## src/rtl/pb_bridge_pkg.sv

```systemverilog
// Shared definitions for the PicoBlaze sample/interrupt bridge: FSM encoding,
// processor port address and overflow counter saturation value.
package pb_bridge_pkg;

  typedef enum logic [1:0] {
    S_IDLE    = 2'd0,
    S_IRQ     = 2'd1,
    S_SERVICE = 2'd2
  } state_e;

  localparam logic [7:0] PORT0_ADDR = 8'h00;
  localparam logic [7:0] OVF_SAT    = 8'hFF;

endpackage

```

## src/rtl/sync_fifo_byte.sv

```systemverilog
// Single-clock byte FIFO with a separate occupancy counter; head data is
// read combinationally so a pop and a push may share a cycle even when full.
module sync_fifo_byte #(
  parameter int unsigned DEPTH = 4
) (
  input  logic                     clk_i,
  input  logic                     reset_i,
  input  logic                     push_i,
  input  logic                     pop_i,
  input  logic [7:0]               wdata_i,
  output logic [7:0]               rdata_o,
  output logic                     full_o,
  output logic                     empty_o,
  output logic [$clog2(DEPTH):0]   level_o
);

  localparam int unsigned AW = $clog2(DEPTH);
  localparam int unsigned LW = AW + 1;

  logic [7:0]    mem_q [DEPTH];
  logic [AW-1:0] wr_ptr_q, wr_ptr_d;
  logic [AW-1:0] rd_ptr_q, rd_ptr_d;
  logic [LW-1:0] level_q, level_d;

  always_comb begin
    wr_ptr_d = wr_ptr_q;
    rd_ptr_d = rd_ptr_q;
    level_d  = level_q;
    if (push_i) wr_ptr_d = wr_ptr_q + 1'b1;
    if (pop_i)  rd_ptr_d = rd_ptr_q + 1'b1;
    if (push_i && !pop_i)      level_d = level_q + 1'b1;
    else if (pop_i && !push_i) level_d = level_q - 1'b1;
  end

  always_ff @(posedge clk_i) begin
    if (reset_i) begin
      wr_ptr_q <= '0;
      rd_ptr_q <= '0;
      level_q  <= '0;
    end else begin
      wr_ptr_q <= wr_ptr_d;
      rd_ptr_q <= rd_ptr_d;
      level_q  <= level_d;
    end
  end

  always_ff @(posedge clk_i) begin
    if (push_i) mem_q[wr_ptr_q] <= wdata_i;
  end

  assign rdata_o = mem_q[rd_ptr_q];
  assign full_o  = (level_q == LW'(DEPTH));
  assign empty_o = (level_q == '0);
  assign level_o = level_q;

endmodule

```

## src/rtl/pb_sample_irq_bridge.sv

```systemverilog
// Converts signed audio samples to 8-bit magnitudes, queues them and hands
// them one at a time to the PicoBlaze through an interrupt/ack/read handshake.
module pb_sample_irq_bridge
  import pb_bridge_pkg::*;
#(
  parameter int unsigned SAMPLE_WIDTH = 16,
  parameter int unsigned FIFO_DEPTH   = 4
) (
  input  logic                          clk,
  input  logic                          reset,
  input  logic                          sample_valid,
  input  logic [SAMPLE_WIDTH-1:0]       sample_data,
  input  logic                          interrupt_ack,
  input  logic                          rd_strobe,
  output logic                          interrupt,
  output logic [7:0]                    input_data,
  output logic [$clog2(FIFO_DEPTH):0]   fifo_level,
  output logic [7:0]                    overflow_count
);

  localparam int unsigned SW = SAMPLE_WIDTH;

  state_e        state_q, state_d;
  logic          interrupt_q;
  logic [7:0]    input_data_q, input_data_d;
  logic [7:0]    ovf_q, ovf_d;
  logic [SW-1:0] mag;
  logic [7:0]    mag_byte;
  logic          push, pop;
  logic          fifo_full, fifo_empty;
  logic [7:0]    fifo_rdata;

  // Most negative sample has no positive counterpart; clamp it to full scale.
  always_comb begin
    if (sample_data == {1'b1, {(SW-1){1'b0}}})
      mag = {1'b0, {(SW-1){1'b1}}};
    else if (sample_data[SW-1])
      mag = -sample_data;
    else
      mag = sample_data;
  end

  assign mag_byte = 8'(mag >> (SW - 9));

  always_comb begin
    state_d = state_q;
    pop     = 1'b0;
    unique case (state_q)
      S_IDLE: begin
        if (!fifo_empty) begin
          pop     = 1'b1;
          state_d = S_IRQ;
        end
      end
      S_IRQ:     if (interrupt_ack) state_d = S_SERVICE;
      S_SERVICE: if (rd_strobe)     state_d = S_IDLE;
      default:   state_d = S_IDLE;
    endcase
  end

  assign push         = sample_valid && (!fifo_full || pop);
  assign input_data_d = pop ? fifo_rdata : input_data_q;

  always_comb begin
    ovf_d = ovf_q;
    if (sample_valid && fifo_full && !pop && (ovf_q != OVF_SAT))
      ovf_d = ovf_q + 8'd1;
  end

  always_ff @(posedge clk) begin
    if (reset) begin
      state_q      <= S_IDLE;
      interrupt_q  <= 1'b0;
      input_data_q <= '0;
      ovf_q        <= '0;
    end else begin
      state_q      <= state_d;
      interrupt_q  <= (state_d == S_IRQ);
      input_data_q <= input_data_d;
      ovf_q        <= ovf_d;
    end
  end

  sync_fifo_byte #(
    .DEPTH (FIFO_DEPTH)
  ) u_fifo (
    .clk_i   (clk),
    .reset_i (reset),
    .push_i  (push),
    .pop_i   (pop),
    .wdata_i (mag_byte),
    .rdata_o (fifo_rdata),
    .full_o  (fifo_full),
    .empty_o (fifo_empty),
    .level_o (fifo_level)
  );

  assign interrupt      = interrupt_q;
  assign input_data     = input_data_q;
  assign overflow_count = ovf_q;

endmodule

```

## config.mk

```make
export PLATFORM = sky130hd
export DESIGN_NAME = pb_sample_irq_bridge
export DESIGN_NICKNAME = d
export VERILOG_FILES = /design/src/rtl/pb_bridge_pkg.sv /design/src/rtl/sync_fifo_byte.sv /design/src/rtl/pb_sample_irq_bridge.sv
export SDC_FILE = /design/constraint.sdc
export NUM_CORES = 1
export LEC_CHECK = 0
export BUFFER_PORTS_ARGS = -buffer_cell sky130_fd_sc_hd__buf_4
export CORE_AREA = 4 4 77 79
export CTS_CLUSTER_SIZE = 25
export DETAILED_ROUTE_END_ITERATION = 7
export DIE_AREA = 0 0 81 83
export PLACE_DENSITY = 0.71
export SLEW_MARGIN = 20
export SYNTH_ARGS = -nofsm -noshare
export SYNTH_HDL_FRONTEND = slang
export SYNTH_SLANG_ARGS = --single-unit
```

## constraint.sdc

```tcl
create_clock -name clk -period 2.86 [get_ports clk]
set_input_delay 0 -clock clk [delete_from_list [all_inputs] [get_ports clk]]
set_output_delay 0 -clock clk [all_outputs]
set_load 0.1 [all_outputs]
```

* Word level (Yosys, flattened, before mapping)
Memory sizes are Yosys's and may differ from the RTL's. A register that Yosys moved wholly into a read port is not among the register bits. Index checks and enable logic that the tools add are counted.
Word-level totals: input bits 21, register bits 18, memories 1, output and inout bits 20, RAM bits 32, logic and storage cells 44
Cells by class: mux-type cells 12, eq/ne operators 6, add/sub/neg operators 6, reduce and logical (&&, ||, !) cells 13
Memories:
- u_fifo.mem_q | words 4, width 8, read ports 1, clocked after memory_dff 1, write ports 1, RTL line sync_fifo_byte.sv:20 | logic [7:0] mem_q [DEPTH];
Operators with widths (number):
- $mux W15 | 2
- $eq A16 B16 Y1 const B | 1
- $neg A15 Y15 | 1
- $add A8 B1 Y8 const B | 1
- $ne A8 B8 Y1 const B | 1
- $logic_and A1 B1 Y1 | 6
- $mux W2 | 3
- $mux W3 | 2
- $pmux W2 S3 | 1
- $add A2 B1 Y2 const B | 2
- $eq A2 B1 Y1 const B | 2
- $mux W1 | 4
- $add A3 B1 Y3 const B | 1
- $eq A3 B3 Y1 const B | 1
- $logic_not A1 Y1 | 3
- $logic_not A3 Y1 | 1
- $sub A3 B1 Y3 const B | 1
- $eq A2 B2 Y1 const B | 1
- $logic_not A2 Y1 | 1
- $reduce_bool A2 Y1 | 1
- $logic_or A1 B1 Y1 | 1

* Longest topological paths before layout
depth after elaboration 9, depth in mapped cells 11, depth with buffers taken out 9

* Modules after synthesis
A second synthesis with hierarchy kept.
Unflattened totals: cells, all modules 214, area total of the unflattened synthesis 2626.3 um^2
Modules (own cells, without submodules):
- sync_fifo_byte | area each 1586.5 um^2, cells each 86, instances 1, seq. area each 1141.1 um^2
- pb_sample_irq_bridge | area each 1039.7 um^2, cells each 128, instances 1, seq. area each 380.4 um^2

* Worst setup path before layout
OpenSTA, ideal clock, no wires.
kind reg-to-reg, start register u_fifo.level_q[0] (netlist: u_fifo.level_o[0]), end register u_fifo.level_q[2] (netlist: u_fifo.level_o[2]), cell stages (with the launch flop) 11, buffers on the path 2, path slack -0.099 ns, data arrival time 2.889 ns, library setup time 0.070 ns, required time 2.790 ns, clock period less this slack 2.959 ns, path through dfxtp_1 -> o31a_1 -> clkbuf_1 -> inv_1 -> clkbuf_1 -> ha_1 -> inv_1 -> fa_1 -> xor2_1 -> or3_1 -> a21oi_1
Between the ends: word-level cells in the longest chain between the ends 8, elaborated cells on any way between the ends 16, those cells by class add/sub: 2; eq/ne: 1; mux: 4; reduce/logical: 9
Ends and longest elaborated chain:
- start: declaration | RTL line sync_fifo_byte.sv:23 | logic [LW-1:0] level_q, level_d;
- start signal: assignment | RTL line sync_fifo_byte.sv:43 | level_q <= level_d;
- $logic_not A3 Y1 | RTL line sync_fifo_byte.sv:53 | assign empty_o = (level_q == '0);
- $mux W1 | RTL line pb_sample_irq_bridge.sv:50 | if (!fifo_empty) begin
- $mux W1 | RTL line pb_sample_irq_bridge.sv:48 | unique case (state_q)
- $logic_or A1 B1 Y1 | RTL line pb_sample_irq_bridge.sv:61 | assign push = sample_valid && (!fifo_full || pop);
- $logic_and A1 B1 Y1 | RTL line pb_sample_irq_bridge.sv:61
- $logic_not A1 Y1 | RTL line sync_fifo_byte.sv:32 | else if (pop_i && !push_i) level_d = level_q - 1'b1;
- $logic_and A1 B1 Y1 | RTL line sync_fifo_byte.sv:32
- $reduce_bool A2 Y1 (no line)
Several ways; a longest one is shown, not always the timed one. The select of a mux whose other input is x is not followed. A chain may end at the register's enable or synchronous reset.

* Worst setup path after layout
Same ends and word-level chain as after synthesis.

==> results.md <==
- Pin count of the biggest net entering global routing: 27
- Via Count: 1860
- Grt total ovfl: 0
- Yosys reg bits: 58
- Chip height: about 83 um
- CTS tree: built
- Asr flop ratio synth: 0%
- DP Area: 0.002944 mm2
- PortBufs: 40
- Drt wl/cell: 14.57 um
- Adder-Cell Fraction of Synth Area: 3.682%
- Final Cell Area: 0.003202 mm2
- Die area: 0.006723 mm2
- Antenna Nets Post-Route: 0
- Synth Area in XOR/XNOR: 1.696%
- Vias per cell: 5.376
- Crit path time final: 2491 ps
- Synth Cell Area: 0.002582 mm2
- Critical-path maximum fanout: 11
- Simple-gate share of the synthesized area: 14.87%
- Synth Instances: 222
- Vias in the first global route: 1785
- Num CTS Buffers: 9
- WHS Path Cells: 3
- Mean Syn Cell Area: around 12 um2
- First-iteration detailed-routing DRC count: 74
- # nets final: a little under 300
- CORE AREA: 0.005338 mm2
- Total I/O pin count: 41
- TNS Setup: 0 ps
- Pre-CTS setup slack: 398.9 ps
- Post-CTS Repair Setup Buffers: 0
- DRC Markers: 0
- Leak Pwr: 0.001165 uW
- Pre-antenna DRT Iters: 4
- Routed WL: 5040 um
- Compound-Gate Fraction of Synth Area: between 10% and 20%
- Post-CTS Resized: 0
- Starting Density: 48.38%
- DIE WIDTH: 81 um
- Worst vdd ir: 0.6657 mV
- Largest family of logic cells by synthesized area: simple AND/OR/NAND/NOR gates
- Period utilization: just under 90%
- H-tree lvl count: 3
- Detailed Place HPWL: 3524 um
- Worst R2R Path Depth: 8
- Final Setup Violations: 0
- Antenna violations before repair: 0
- Count of cell types in the netlist: 41
- Post-synthesis mux area share: 7.752%
- Clk Latency, worst-skew pair: ~340 ps
- Clock sink total: a little under 60
- Worst setup path class: reg2reg
- FMAX: 0.4015 GHz
- Global-route wire length before repair: 8300 um
- CP arrival: ~2800 ps
- Critical Path RT: 3120 ps
- Synthesized Nets: 250
- Slew at the pin with the worst max-slew slack: 642.9 ps
- Hold WC Path Type: in2reg
- Prevailing post-synth register cell: edfxtp_1
- Clock buffer depth: 2
- Root Driver: clkbuf_8
- Total of max-cap violations: 0
- Hold Fails Final Rpt: 0
- Max-slew headroom: 57.08%
- Final Slew Violations: 0
- CP Launch Type: flip-flop
- Crit end category: flip-flop
- Status: completed
- Sequential fraction of the synthesis area: 57.36%
- RSZ-0062 raised after global routing: false
- # rows: 27
- Layout area overhead: 23.98%
- RePlAce Congestion: around 0.8
- YS warnings: 0
- Layout cell share with drive strength beyond 1: 26.64%
- GRT Resource Usage Total: about 16%
- Post-synth EDFFs: 32
- Ant diodes: 0
- PnR Total Power: 3023 uW
- PwrDens: 944.1 mW/mm2
- Worst Setup Slack, final: 369.4 ps
- Worst-path clk slew: 70 ps
- Setup Skew: 8.549 ps
[layout by cell type (no fill, tap or decap), types with 5 or more instances in the layout]
master    count
edfxtp_1     32
inv_1        10
clkbuf_8      9
a21oi_1      25
ha_1          6
nor2_1       12
and2_1        5
mux4_2        8
o21ai_0       8
nand2_1      22
buf_4        42
dfxtp_1      23
[power breakdown]
part	internal [uW]	switching [uW]	total, uW
Sequential	1010	124	1140
Combinational	318	750	1070
Clock	486	332	818
[flip-flops by register name, summed over array words and instances, names as in the netlist]
register         cells
u_fifo.mem_q        32
input_data           8
overflow_count       8
u_fifo.level_o       3
state_q              2
u_fifo.rd_ptr_q      2
u_fifo.wr_ptr_q      2
interrupt            1
[cells in the mapped netlist (4+ instances only)]
| cell | number | area (um2) |
|---|---|---|
| or3_1 | 4 | 25.02 |
| or4_1 | 4 | 30.03 |
| nand3_1 | 4 | 20.02 |
| nor3_1 | 4 | 20.02 |
| dfxtp_1 | 26 | 520.5 |
| and2_1 | 5 | 31.28 |
| inv_1 | 10 | 37.54 |
| o21ai_0 | 8 | 40.04 |
| o31ai_1 | 4 | 30.03 |
| nand2_1 | 22 | 82.58 |
| clkbuf_1 | 6 | 22.52 |
| ha_1 | 6 | 75.07 |
| a21oi_1 | 25 | 125.1 |
| mux4_2 | 8 | 180.2 |
| nor4_1 | 4 | 25.02 |
| edfxtp_1 | 32 | 960.9 |
| nor2_1 | 12 | 45.04 |
| and3_1 | 4 | 25.02 |
[area by class of cell]
class	instances	area, um2
sequential	58	1485
multi-input combinational	144	1016
inverter	10	37.54
fill	462	2136
tap	72	90.09
clock inverter	7	93.84
clock buffer	9	123.9
timing repair buffer	46	355.3
[critical path, stage by stage, from the launching register on]
cell and delay (ps):
dfxtp_2 370, o31a_1 420, inv_1 300, ha_1 250
inv_1 60, fa_1 380, xor2_1 170, or3_1 310
a21oi_1 140
[metrics by stage]
stage	utilization, %	hold slack, ps	std cells
6_report	59.99	78.98	346
2_1_floorplan	-	164.3	222
5_1_grt	59.99	76.50	346
4_1_cts	59.99	57.93	346
3_5_place_dp	55.16	280.3	326
3_3_place_gp	55.16	276.8	326
[repair_timing]
| item | 4_1_cts | 5_1_grt |
|---|---|---|
| hold endpoints to repair | 4 | 0 |
| hold buffers | 4 | 0 |
| setup endpoints to repair | 0 | 0 |
[final timing paths]
kind | start | endpoint | slack, ps
worst max register to register | u_fifo.level_o[0]$_SDFFE_PP0P_ | u_fifo.level_o[2]$_SDFFE_PP0P_ | 370
worst min register to register | input_data[1]$_SDFFE_PP0N_ | input_data[1]$_SDFFE_PP0N_ | 460
worst min-delay path | sample_data[7] | u_fifo.mem_q[0][0]$_DFFE_PP_ | 80
worst max-delay path | u_fifo.level_o[0]$_SDFFE_PP0P_ | u_fifo.level_o[2]$_SDFFE_PP0P_ | 370
[layer usage]
layer | routed length [um] | global-route usage, % | up-vias
met4 | 98 | 8.756 | 0
li1 | - | - | 926
met5 | 0 | 0 | -
met2 | 2456 | 25.84 | 50
met3 | 286 | 5.423 | 7
met1 | 2199 | 19.55 | 877
[logic make-up after synthesis]
logic type | count (synthesis)
and+or+nand+nor | 73
DFF | 58
AOI/OAI and AO/OA | 49
buffers and inverters | 20
muxes | 10
adders and majority gates | 7
xor gates and xnor gates | 5
Note: power is estimated with default switching activity, not from simulation.
